## config.mk

```make
export PLATFORM = sky130hd
export DESIGN_NAME = router_slot_table
export DESIGN_NICKNAME = d
export VERILOG_FILES = /design/src/rtl/router_slot_table.sv
export SDC_FILE = /design/constraint.sdc
export NUM_CORES = 1
export LEC_CHECK = 0
export CORE_ASPECT_RATIO = 2
export CORE_MARGIN = 2
export CORE_UTILIZATION = 40
export CTS_CLUSTER_DIAMETER = 40
export DETAILED_ROUTE_END_ITERATION = 16
export PLACE_DENSITY_LB_ADDON = 0.05
export SETUP_SLACK_MARGIN = 0.05
export SLEW_MARGIN = 20
export SYNTH_ARGS = -nofsm -noshare
export SYNTH_HDL_FRONTEND = slang
export SYNTH_SLANG_ARGS = --single-unit
```

## constraint.sdc

```tcl
create_clock -name clk -period 2 [get_ports clk]
set_input_delay 0.2 -clock clk [delete_from_list [all_inputs] [get_ports clk]]
set_output_delay 0.2 -clock clk [all_outputs]
set_load 0.005 [all_outputs]
```

## src/rtl/router_slot_table.sv

```systemverilog
// TDM slot table for a mesh router: per-input-port output selection indexed by a free-running
// slot counter, with node-addressed configuration writes, link enables and a sticky conflict flag.
module router_slot_table #(
  parameter int X         = 3,
  parameter int Y         = 3,
  parameter int NODE_ID   = 0,
  parameter int MAX_PORTS = 6,
  parameter int LUT_SIZE  = 8,
  localparam int NODES    = X * Y,
  localparam int SELW     = $clog2(MAX_PORTS + 1),
  localparam int PW       = $clog2(MAX_PORTS),
  localparam int SW       = $clog2(LUT_SIZE),
  localparam int NW       = $clog2(NODES)
) (
  input  logic                        clk,
  input  logic                        rst,
  input  logic                        slot_sync,
  input  logic [SELW-1:0]             lut_conf_data,
  input  logic [PW-1:0]               lut_conf_sel,
  input  logic [SW-1:0]               lut_conf_slot,
  input  logic [NW-1:0]               config_node,
  input  logic                        lut_conf_valid,
  input  logic                        link_en_valid,
  output logic [SW-1:0]               cur_slot,
  output logic [MAX_PORTS*SELW-1:0]   out_sel,
  output logic [MAX_PORTS-1:0]        out_valid,
  output logic [MAX_PORTS-1:0]        link_en,
  output logic                        conflict
);

  localparam logic [SELW-1:0] UNROUTED = SELW'(MAX_PORTS);

  logic [SELW-1:0] tbl   [MAX_PORTS][LUT_SIZE];
  logic [SELW-1:0] sel_q [MAX_PORTS];
  logic [SW-1:0]   slot_cnt;
  logic            node_hit;
  logic            tbl_we;
  logic            link_we;
  logic            dup;

  assign node_hit = (config_node == NW'(NODE_ID));

  // Out-of-range selectors, slots or port values are silently dropped.
  assign tbl_we  = lut_conf_valid && node_hit
                   && (32'(lut_conf_sel)  < 32'(MAX_PORTS))
                   && (32'(lut_conf_slot) < 32'(LUT_SIZE))
                   && (32'(lut_conf_data) <= 32'(MAX_PORTS));
  assign link_we = link_en_valid && node_hit
                   && (32'(lut_conf_sel) < 32'(MAX_PORTS));

  always_ff @(posedge clk) begin
    if (rst) begin
      slot_cnt <= '0;
      cur_slot <= '0;
      link_en  <= '0;
      conflict <= 1'b0;
      for (int p = 0; p < MAX_PORTS; p++) begin
        sel_q[p] <= UNROUTED;
        for (int s = 0; s < LUT_SIZE; s++) begin
          tbl[p][s] <= UNROUTED;
        end
      end
    end else begin
      if (slot_sync || (slot_cnt == SW'(LUT_SIZE - 1))) begin
        slot_cnt <= '0;
      end else begin
        slot_cnt <= slot_cnt + 1'b1;
      end

      // The lookup reads the pre-write contents, so a same-edge write shows up next period.
      cur_slot <= slot_cnt;
      for (int p = 0; p < MAX_PORTS; p++) begin
        sel_q[p] <= tbl[p][slot_cnt];
      end

      if (tbl_we) begin
        tbl[lut_conf_sel][lut_conf_slot] <= lut_conf_data;
      end
      if (link_we) begin
        link_en[lut_conf_sel] <= lut_conf_data[0];
      end

      if (dup) begin
        conflict <= 1'b1;
      end
    end
  end

  always_comb begin
    dup = 1'b0;
    for (int a = 0; a < MAX_PORTS; a++) begin
      for (int b = a + 1; b < MAX_PORTS; b++) begin
        if ((sel_q[a] != UNROUTED) && (sel_q[a] == sel_q[b])) begin
          dup = 1'b1;
        end
      end
    end
  end

  for (genvar p = 0; p < MAX_PORTS; p++) begin : g_port
    assign out_sel[p*SELW +: SELW] = sel_q[p];
    assign out_valid[p]            = (sel_q[p] != UNROUTED);
  end

endmodule

```

=== Word level (Yosys, flattened, before mapping) ===
Memory sizes are Yosys's and may differ from the RTL's.
Cells that the tools add are included.

* Bitwise gates (word level): 8
* Mux-type cells: 53
* Equality and inequality tests: 22
* $add $sub $neg: 1
* Order comparisons: 7
* Reductions and logical operators: 26

{| class="wikitable"
|+ Operators with widths
! cell !! count
|-
| $mux W24 || 3
|-
| $mux W3 || 20
|-
| $bmux W3 S3 || 6
|-
| $eq A3 B3 Y1 || 15
|-
| $reduce_or A24 Y1 || 1
|-
| $logic_and A1 B1 Y1 || 22
|-
| $mux W1 || 21
|-
| $ne A3 B3 Y1 const B || 6
|-
| $demux W3 S3 || 1
|-
| $ge A4 B4 Y1 const B || 2
|-
| $not A3 Y4 || 2
|-
| $bwmux W6 || 1
|-
| $or A1 B1 Y1 || 6
|-
| $logic_not A4 Y1 || 1
|-
| $lt A3 B4 Y1 const B || 1
|-
| $lt A4 B1 Y1 const B || 1
|-
| $add A3 B1 Y3 const B || 1
|-
| $demux W1 S3 || 1
|-
| $eq A3 B3 Y1 const B || 1
|-
| $ge A3 B1 Y1 const B || 1
|-
| $le A3 B3 Y1 const B || 1
|-
| $lt A3 B3 Y1 const B || 1
|-
| $reduce_or A2 Y1 || 1
|-
| $logic_or A1 B1 Y1 || 1
|}

* Output and inout port bits: 34
* Memory bits (writable): 162
* Register bits: 13
* Word-level logic and storage cells: 123
* Memories: 2

{| class="wikitable"
|+ Memories
! memory !! words !! width !! read ports !! clocked after Yosys merged registers in !! wr ports !! line !! text
|-
| tbl || 6 || 24 || 6 || 0 || 6 || 33 || <nowiki>logic [SELW-1:0] tbl [MAX_PORTS][LUT_SIZE];</nowiki>
|-
| sel_q || 6 || 3 || 6 || 0 || 6 || 34 || <nowiki>logic [SELW-1:0] sel_q [MAX_PORTS];</nowiki>
|}

=== Logic depth before layout (Yosys ltp) ===
An unclocked memory read counts as a cell.

* Depth after elaboration: 18
* Mapped depth: 8

=== Least setup slack after synthesis ===
Ideal clock, no wire load.

* Kind: flip-flop to flip-flop
* Start: register slot_cnt[0]
* End: memory sel_q[0][10] (netlist bit)
* Period minus slack after synthesis: 1.680 ns
* Path buffers: 2
* Path slack: 0.320 ns
* Setup time: 0.120 ns
* Data arrival time: 1.560 ns
* Cell stages (with the launch flop): 5
* Cell sequence: dfxtp_1 -> buf_4 -> buf_4 -> mux4_2 -> a211o_1

{| class="wikitable"
|+ RTL lines
! what !! line !! text
|-
| start, declared || 35 || <nowiki>logic [SW-1:0] slot_cnt;</nowiki>
|-
| start signal, assigned || 67 || <nowiki>slot_cnt <= slot_cnt + 1'b1;</nowiki>
|-
| end, declared || 34 ||
|}

==> flow_metrics.env <==
export IMPL_status="finished, final reports clean"
export IMPL_fmax_mhz=529.0
export IMPL_synth_edf_count=144
export IMPL_root_buffer="clkbuf_16"
export IMPL_rsz0062_at_grt="no"
export IMPL_dieArea_um2=22440
export IMPL_layout_drive_gt1_share_pct=21.38
export IMPL_crit_path_top_delay_cell="dfxtp_1"
export IMPL_synth_main_ff_cell="edfxtp_1"
export IMPL_worstHoldEndpoint="sel_q[0][12]$_SDFF_PP0_"
export IMPL_min_path_cells=3
export IMPL_grt_pass1_vias=5836
export IMPL_rows=75
export IMPL_drc_errors=0
export IMPL_ant_nets=0
export IMPL_antenna_found_initial=0
export IMPL_maxCapViolCount=0
export IMPL_cts_hold_buf=0
export IMPL_reg2reg_depth=4
export IMPL_arrival_ns=1.69
export IMPL_ys_warn_count=0
export IMPL_grtUsageMet1_pct=21.43
export IMPL_grt_max_degree=79
export IMPL_min_period_over_period_pct=94.51
export IMPL_globalRouteMet3Util_pct=3.758
export IMPL_synth_yosys_seq_area_share_pct=58.34
export IMPL_nNetsFinal=762
export IMPL_setup_viol=0
export IMPL_grt_overflow_total=0
export IMPL_h_tree_depth=4
export IMPL_grt_pass1_wl_mm=33.67
export IMPL_grtUsageTotal_pct=20.73
export IMPL_skew_ns=0.006530
export IMPL_cp_data_required_time_ns=1.80
export IMPL_area_growth_pct=21.07
export IMPL_synth_cells=670
export IMPL_drt_iter0_markers=283
export IMPL_crit_type="flip-flop to output port"
export IMPL_wl_mm=21.94
export IMPL_path_max_fanout=7
export IMPL_endpoint_kind="output port"
export IMPL_leakage_uw=0.003638
export IMPL_port_buffers=51
export IMPL_globalRouteMet2Util_pct=39.97
export IMPL_busiest_layer="met2"
export IMPL_layout_min_cycle_time_ns=1.890
export IMPL_vdd_drop_max_mv=0.6098
export IMPL_cts_path_max_buffers=2
export IMPL_start_util_pct=40.50
export IMPL_viasPerCell=5.354
export IMPL_numCtsBuffers=17
export IMPL_gp_congestion=0.8161
export IMPL_stdcell_count=1022
export IMPL_p_per_area_nw_per_um2=817.3
export IMPL_clkSinkCount=175
export IMPL_die_h_um=209.9
export IMPL_layout_common_cells="edfxtp_1, nand2_1, nor2_1, buf_4, clkdlybuf4s50_1"
export IMPL_synth_cell_types=40
export IMPL_ys_ff_latch=175
export IMPL_start_kind="flip-flop"
export IMPL_synthArstFlopShare_pct=0
export IMPL_clk_pin_slew_ns=0.06
export IMPL_r2r_start="slot_cnt[0]$_SDFF_PP0_"
export IMPL_maxSlewHeadroom_pct=66.21
export IMPL_die_w_um=106.9
export IMPL_dp_cells=992
export IMPL_timing_rr_end="sel_q[0][1]$_SDFF_PP1_"
export IMPL_hpwl_mm=15.81
export IMPL_slew_viol_final=0
export IMPL_core_um2=20930
export IMPL_clk_latency_ns=0.43
export IMPL_wl_per_cell_um=21.47
export IMPL_finalHoldViolCount=0
export IMPL_hp_class="input pin to flip-flop"
export IMPL_crit_buf_inv=1
export IMPL_vias=5472
export IMPL_tns_ns=0
export IMPL_cts_tree="done"
export IMPL_netlist_area_um2=8476
export IMPL_syn_nets=690
export IMPL_dr_pass1_iters=4
export IMPL_synth_area_per_cell_um2=12.65
export IMPL_post_cts_buffers=0
export IMPL_tightest_slew_ns=0.4941
export IMPL_cp_top_family="flip-flops"
export IMPL_cpPeakStageDelay_ns=0.59
export IMPL_diodes=0
export IMPL_io_pins=52
export IMPL_hold_start="rst"
export IMPL_final_common_cell="edfxtp_1"
export IMPL_crit_chain="nand3b_1 > clkdlybuf4s50_1"
export IMPL_rrSetupSlack_ns=0.28
[power breakdown]
part	switching, uW	total (uW)	internal, uW
logic	382	836	454
clock network	1360	3300	1930
registers	141	4250	4110
total	1890	8390	6500
[sequential cells by signal, summed over array words and instances (netlist names)]
| signal | count |
|---|---|
| link_en | 6 |
| conflict | 1 |
| slot_cnt | 3 |
| tbl | 144 |
| cur_slot | 3 |
| sel_q | 18 |
[cell families (layout without fill, tap and decap cells)]
group           Yosys count  count (layout)  synth area share, %
simple gates            263             263                15.15
flops                   175             175                58.34
buf+inv                  73             156                4.886
compound gates           68              68                6.156
mux                      45              45                10.63
xor+xnor                 44              44                4.547
fa+ha+maj                 2               2               0.2952
[cell usage after synthesis (6+ instances only)]
| cell | number | area share (%) |
|---|---|---|
| xnor2_1 | 39 | 4.0 |
| nor2b_1 | 24 | 1.8 |
| a21o_2 | 6 | 0.62 |
| nor2_1 | 63 | 2.8 |
| buf_2 | 8 | 0.47 |
| buf_6 | 9 | 1.2 |
| a21o_1 | 42 | 3.7 |
| nand4_1 | 7 | 0.52 |
| nand2_2 | 8 | 0.59 |
| a211o_1 | 12 | 1.2 |
| nand3b_1 | 9 | 0.80 |
| nand2_1 | 110 | 4.9 |
| mux2i_1 | 9 | 1.1 |
| mux4_2 | 36 | 9.6 |
| dfxtp_1 | 31 | 7.3 |
| edfxtp_1 | 144 | 51 |
| nand3_1 | 14 | 0.83 |
| buf_4 | 8 | 0.71 |
| clkbuf_1 | 43 | 1.9 |
[metal layers]
layer	routed length, um	vias up	share of wire (%)
li1	-	2531	-
met1	7748	2742	35
met2	12770	166	58
met3	742	33	3.4
met4	683	0	3.1
met5	0	-	0
[repair_timing]
action,4_1_cts,5_1_grt
setup endpoints to repair,1,0
hold endpoints to repair,0,0
gates resized for setup,1,0
[worst min-delay path: cells and delay by family]
kind                   cells  cell delay (ns)
buffers and inverters      2             0.37
AND/OR/NAND/NOR            1             0.13
[worst max path at each step]
stage / startpoint / end / cells past startpoint
5_1_grt: sel_q[0][3]$_SDFF_PP0_ / out_valid[1] / 2
3_3_place_gp: config_node[3] / tbl[3][1]$_SDFFCE_PN1P_ / 7
6_report: sel_q[0][15]$_SDFF_PP0_ / out_valid[5] / 2
2_1_floorplan: slot_cnt[0]$_SDFF_PP0_ / sel_q[0][10]$_SDFF_PP1_ / 4
3_5_place_dp: config_node[3] / tbl[5][18]$_SDFFCE_PN0P_ / 7
4_1_cts: sel_q[0][15]$_SDFF_PP0_ / out_valid[5] / 2
[per-stage QoR]
| step | total power (uW) | hold slack, ns | setup slack [ns] | util [%] | instance area (um2) |
|---|---|---|---|---|---|
| final | 8386 | 0.3158 | 0.1098 | 49.03 | 10260 |
| after global routing | 8672 | 0.3474 | 0.05744 | 49.03 | 10260 |
| after CTS | 8457 | 0.3145 | 0.08311 | 49.03 | 10260 |
| after detailed placement | 5182 | 0.4608 | -0.2728 | 46.28 | 9686 |
| after global placement | 5158 | 0.4494 | -0.2264 | 46.28 | 9686 |
| after floorplan | 4808 | 0.2717 | 0.3200 | - | 8476 |
[area by class of cell]
class                      instances  area, um2
fill                            1876      10670
sequential                       175       4947
multi-input combinational        422       3117
timing repair buffer             124       1279
clock buffer                      17      425.4
tap                              269      336.6
clock inverter                    13      148.9
inverter                           2      7.507
(Power assumes the default switching activity.)
